--- src/rtl/softmax_normalize_if.sv ---
// softmax_normalize_if: valid/ready stream bundle for the softmax normalisation stage
// in_valid/in_ready/a : exp-value input stream (a is unsigned fixed-point)
// out_valid/out_ready/c/out_last : normalised output stream, out_last marks the vector end
interface softmax_normalize_if #(parameter int BITS = 32) ();
    logic            in_valid;
    logic            in_ready;
    logic [BITS-1:0] a;
    logic            out_valid;
    logic            out_ready;
    logic [BITS-1:0] c;
    logic            out_last;
    modport master (output in_valid, a, out_ready, input in_ready, out_valid, c, out_last);
    modport slave (input in_valid, a, out_ready, output in_ready, out_valid, c, out_last);
endinterface

--- src/rtl/softmax_normalize.sv ---
// softmax_normalize: buffers VEC_LEN exp values, divides 2^(2*FRAC_BITS) by their sum, streams each value scaled by 1/sum
// clk, rst : clock and synchronous active-high reset
// bus      : slave side of softmax_normalize_if (input stream a, output stream c/out_last)
// busy     : high unless idle in FILL with no words buffered
module softmax_normalize #(
    parameter int BITS      = 32,
    parameter int FRAC_BITS = 16,
    parameter int VEC_LEN   = 8,
    parameter int ACC_BITS  = BITS + $clog2(VEC_LEN)
) (
    input  logic                clk,
    input  logic                rst,
    softmax_normalize_if.slave  bus,
    output logic                busy
);
    localparam int IW = $clog2(VEC_LEN);
    localparam int NW = BITS + 1;
    localparam int CW = $clog2(BITS + 2);
    typedef enum logic [1:0] {FILL, RECIP, SAT, EMIT} state_t;
    state_t              state;
    logic [BITS-1:0]     mem [VEC_LEN];
    logic [IW-1:0]       count, index;
    logic [ACC_BITS-1:0] sum, sum_next, div, rem;
    logic [ACC_BITS:0]   trial;
    logic [NW-1:0]       num;
    logic [CW-1:0]       it;
    logic [BITS-1:0]     recip, sat_val;
    logic [2*BITS-1:0]   prod, scaled;
    logic                take, load, ge;
    always_comb begin
        take     = bus.in_valid && bus.in_ready;
        sum_next = sum + ACC_BITS'(bus.a);
        // num shifts numerator bits out of the top and quotient bits in at the bottom
        trial    = {rem, num[NW-1]};
        ge       = trial >= {1'b0, div};
        prod     = {{BITS{1'b0}}, mem[index]} * {{BITS{1'b0}}, recip};
        scaled   = prod >> FRAC_BITS;
        sat_val  = |scaled[2*BITS-1:BITS] ? '1 : scaled[BITS-1:0];
        // a loaded out_last blocks further loads until it is accepted
        load     = state == EMIT && !(bus.out_valid && !bus.out_ready) && !bus.out_last;
    end
    always_ff @(posedge clk) begin
        if (rst) begin
            state         <= FILL;
            count         <= '0;
            index         <= '0;
            sum           <= '0;
            div           <= '0;
            rem           <= '0;
            num           <= '0;
            it            <= '0;
            recip         <= '0;
            busy          <= 1'b0;
            bus.in_ready  <= 1'b1;
            bus.out_valid <= 1'b0;
            bus.out_last  <= 1'b0;
            bus.c         <= '0;
        end else begin
            if (take) begin
                mem[count] <= bus.a;
                sum        <= sum_next;
                count      <= count + IW'(1);
                busy       <= 1'b1;
                if (count == IW'(VEC_LEN - 1)) begin
                    state        <= RECIP;
                    bus.in_ready <= 1'b0;
                    div          <= sum_next;
                    rem          <= '0;
                    num          <= NW'(1) << (2 * FRAC_BITS);
                    it           <= '0;
                end
            end
            if (state == RECIP) begin
                rem <= ge ? ACC_BITS'(trial - {1'b0, div}) : trial[ACC_BITS-1:0];
                num <= {num[NW-2:0], ge};
                it  <= it + CW'(1);
                if (it == CW'(BITS)) state <= SAT;
            end
            // a zero divisor yields an all-ones quotient, which saturates here too
            if (state == SAT) begin
                recip <= num[NW-1] ? '1 : num[BITS-1:0];
                index <= '0;
                state <= EMIT;
            end
            if (bus.out_valid && bus.out_ready) begin
                bus.out_valid <= 1'b0;
                if (bus.out_last) begin
                    bus.out_last <= 1'b0;
                    state        <= FILL;
                    count        <= '0;
                    sum          <= '0;
                    busy         <= 1'b0;
                    bus.in_ready <= 1'b1;
                end
            end
            if (load) begin
                bus.c         <= sat_val;
                bus.out_valid <= 1'b1;
                bus.out_last  <= index == IW'(VEC_LEN - 1);
                index         <= index + IW'(1);
            end
        end
    end
endmodule

--- src/flat_wrapper.sv ---
// flat-port wrapper written by rule: the top's interface ports become plain ports
module softmax_normalize_flat 
#(
    parameter int BITS      = 32,
    parameter int FRAC_BITS = 16,
    parameter int VEC_LEN   = 8,
    parameter int ACC_BITS  = BITS + $clog2(VEC_LEN)
)
  (clk, rst, busy, bus_in_valid, bus_a, bus_out_ready, bus_in_ready, bus_out_valid, bus_c, bus_out_last);
  softmax_normalize_if #(.BITS(BITS)) bus_i ();
  input  logic clk;
  input  logic rst;
  output logic busy;
  input wire logic [$bits(bus_i.in_valid)-1:0] bus_in_valid;
  input wire logic [$bits(bus_i.a)-1:0] bus_a;
  input wire logic [$bits(bus_i.out_ready)-1:0] bus_out_ready;
  output wire logic [$bits(bus_i.in_ready)-1:0] bus_in_ready;
  output wire logic [$bits(bus_i.out_valid)-1:0] bus_out_valid;
  output wire logic [$bits(bus_i.c)-1:0] bus_c;
  output wire logic [$bits(bus_i.out_last)-1:0] bus_out_last;
  assign bus_i.in_valid = bus_in_valid;
  assign bus_i.a = bus_a;
  assign bus_i.out_ready = bus_out_ready;
  assign bus_in_ready = bus_i.in_ready;
  assign bus_out_valid = bus_i.out_valid;
  assign bus_c = bus_i.c;
  assign bus_out_last = bus_i.out_last;
  softmax_normalize #(.BITS(BITS), .FRAC_BITS(FRAC_BITS), .VEC_LEN(VEC_LEN), .ACC_BITS(ACC_BITS)) u_core (.clk(clk), .rst(rst), .bus(bus_i), .busy(busy));
endmodule
--- config.mk ---
export PLATFORM = sky130hd
export DESIGN_NAME = softmax_normalize_flat
export DESIGN_NICKNAME = d
export VERILOG_FILES = /design/src/rtl/softmax_normalize_if.sv /design/src/rtl/softmax_normalize.sv /design/src/flat_wrapper.sv
export SDC_FILE = /design/constraint.sdc
export NUM_CORES = 2
export LEC_CHECK = 0
export ABC_AREA = 1
export CORE_MARGIN = 3
export CORE_UTILIZATION = 30
export CTS_BUF_LIST = sky130_fd_sc_hd__clkbuf_8
export DETAILED_ROUTE_END_ITERATION = 7
export DONT_BUFFER_PORTS = 1
export PLACE_DENSITY = 0.47
export SLEW_MARGIN = 30
export SYNTH_ARGS = -nofsm -noshare
export SYNTH_HDL_FRONTEND = slang
export SYNTH_SLANG_ARGS = --single-unit
--- constraint.sdc ---
create_clock -name clk -period 16.47 [get_ports clk]
set_input_delay 3.294 -clock clk [delete_from_list [all_inputs] [get_ports clk]]
set_output_delay 3.294 -clock clk [all_outputs]
set_load 0.02 [all_outputs]
==> metrics.md <==
| Metric | Value |
|---|---|
| WS Path Type | `flip-flop to flip-flop` |
| Area Growth Syn to Fin | `8.13%` |
| Clk_lat worst skew | `0.87 ns` |
| FMAX | `88.0 MHz` |
| Dpl cells | `8637` |
| Vias in the first global route | `46000` |
| Status | `completed` |
| Maximum vdd drop | `195 uV` |
| Die Span X | `434 um` |
| Cell mode on critical path | `fa_1` |
| CP Max Fanout | `70` |
| DRC viols | `0` |
| Final-report hold violation count | `0` |
| CTS Buffer Depth | `3` |
| Main synth FF type | `edfxtp_1` |
| Worst-path clk slew | `0.08 ns` |
| Antenna-violating nets left | `0` |
| Power Dens Cells | `184 nW/um^2` |
| TritonCTS clock tree | `done` |
| Overall Global Routing Usage | `0.214` |
| Ratio of cells with drive above 1 in the final layout | `0.0489` |
| Cts hold-fix bufs | `0` |
| Synth Area per Inst | `8.49 sq um` |
| Post-synth top area share | `0.327` |
| Setup Buffers After CTS | `0` |
| Critical Path RT | `17.19 ns` |
| Sequential share of the synthesized area | `0.221` |
| RSZ-0062 raised after global routing | `no` |
| Final nets | `7619` |
| Critical-path top delay cell | `dfxtp_4` |
| Static leakage | `27.0 nW` |
| Die H | `434 um` |
| Startpoint Class | `flip-flop` |
| Count leader, synth | `inv_1` |
| Total wire length | `199 mm` |
| Layout fillers | `19300` |
| Syn Std Cell Area | `55000 sq um` |
| Asr flop ratio synth | `0` |
| Synth cell count leaders | `inv_1 (1233), nor2_1 (1042), nand2_1 (1018)` |
| Wire per inst | `22.6 um` |
| Largest net degree at the start of global routing | `139` |
| Post-DP HPWL | `148 mm` |
| Post-synthesis register bit count | `479` |
| Via density | `4.99` |
| Slew margin rel. | `0.291` |
| Max-Cap Viols | `0` |
| Synth area leaders | `fa_1 (33%), edfxtp_1 (14%), inv_1 (8.4%)` |
| Final setup margin | `5.10 ns` |
| Clock sinks | `479` |
| GP Congestion | `0.920` |
| Post-Route Setup TNS | `0 ns` |
| CTS root buffer | `clkbuf_8` |
| CP Capture Type | `flip-flop` |
| Fin cells | `8796` |
| Min Hold Slack | `0.466 ns` |
| Min Tclk post-route | `11.37 ns` |
| Hold Crit Class | `flip-flop to flip-flop` |
| Final period util | `0.690` |
| Distinct cells, synth | `48` |
| PostCTS Resize Cnt | `0` |
| Vias after detailed routing | `43900` |
| Rows | `156` |
| First-iteration detailed-routing DRC count | `3562` |
| Total gr overflow | `0` |
| I/O Buffers | `0` |
| Die area | `189000 sq um` |
| Core ar. | `182000 sq um` |
| Crit path largest cell delay | `0.82 ns` |
| CTS HTree Levels | `3` |
| Worst slew pin tran | `1.06 ns` |
| Number of buffers created by CTS | `84` |
| Starting Density | `0.303` |
| Number of synthesized flops with an enable pin | `256` |
| First-pass GRT wire length | `300 mm` |
| # setup viols final | `0` |
| Flop2flop setup slack | `5.10 ns` |
| Clock Skew | `0.111 ns` |
| WP data arrival | `12.09 ns` |
| Post-Route Utilization | `0.328` |
| Detailed-router iteration count before antenna repair | `6` |
| Syn nets | `7741` |
| Post-synth top area cell | `fa_1` |
| Initial antenna violation count | `10` |
| Place WS | `5.09 ns` |
| Max Slew Vio Count | `0` |
| Yosys warning count | `0` |
| Io pins | `72` |
| Mapped Cells | `6475` |
==> final timing paths <==
check / from / end / cells after the start
worst min-delay path: u_core.div[22]$_SDFFE_PP0P_ / u_core.div[22]$_SDFFE_PP0P_ / 2
worst max register to register: flip-flop / u_core.bus.c[17]$_SDFFE_PP0P_ / 36
worst min register to register: u_core.div[22]$_SDFFE_PP0P_ / u_core.div[22]$_SDFFE_PP0P_ / 2
worst max-delay path: flip-flop / u_core.bus.c[17]$_SDFFE_PP0P_ / 36
==> layer usage <==
metal,vias to the layer above,GRT usage,share of wire,wire length [um]
met4,2,0.0766,0.039,7770
met3,356,0.0467,0.075,14900
met5,-,0.00755,0.00098,195
li1,19700,-,-,-
met1,22300,0.288,0.44,87200
met2,1532,0.337,0.45,88700
==> flip-flops by register name, indices dropped and copies added (netlist names), named ones only <==
register              count
u_core.div               35
u_core.num               33
u_core.state              2
u_core.sum               35
u_core.bus.out_last       1
u_core.bus.in_ready       1
u_core.bus.c             32
u_core.mem              256
u_core.bus.out_valid      1
u_core.recip             32
u_core.it                 6
u_core.index              3
u_core.rem               35
u_core.count              3
u_core.busy               1
==> cell type report <==
cell class | instances | area, sq um | area share
clock buffers | 94 | 1290 | 0.0218
diodes | 6 | 15.0 | 0.000252
repair buffers | 100 | 791 | 0.0133
clock inverters | 59 | 522 | 0.00877
well taps | 2370 | 2970 | 0.0499
multi-input cells | 4434 | 37000 | 0.622
inverters | 1254 | 4710 | 0.0793
flip-flops and latches | 479 | 12200 | 0.204
==> where the power goes <==
part | leakage [nW] | internal, mW | switching, mW
combinational | 21.8 | 2.78 | 5.55
sequential | 4.12 | 1.33 | 0.0588
clock | 1.02 | 0.647 | 0.587
total | 27.0 | 4.75 | 6.19
==> cells by family after synthesis <==
kind of cell    Yosys count  share of synthesized area
xor+xnor                 85                     0.0135
flops                   479                      0.221
fa+ha+maj              1230                      0.402
compound gates          830                     0.0885
buf+inv                1562                      0.108
simple gates           2289                      0.167
==> layout by cell type (no fill, tap or decap), types with 94 or more instances in the layout <==
| master | count |
|---|---|
| a21oi_1 | 324 |
| buf_4 | 98 |
| clkbuf_8 | 94 |
| dfxtp_1 | 220 |
| edfxtp_1 | 256 |
| fa_1 | 897 |
| ha_1 | 333 |
| inv_1 | 1248 |
| nand2_1 | 1016 |
| nor2_1 | 1040 |
| o21ai_0 | 239 |
==> metrics by stage <==
step / total power, mW / instance area [sq um]
floorplan: 6.88 / 55000
global placement: 9.74 / 57600
detailed placement: 9.71 / 57600
CTS: 11.1 / 59500
global route: 12.0 / 59500
finish: 10.9 / 59500
==> worst max-delay path: cells and delay by family, from the launching register on <==
| kind | cells | cell delay, ns |
|---|---|---|
| fa+ha+maj | 9 | 4.39 |
| buf+inv | 11 | 2.96 |
| compound gates | 7 | 1.58 |
| simple gates | 9 | 1.35 |
| flops | 1 | 0.82 |
(Power assumes the default switching activity.)
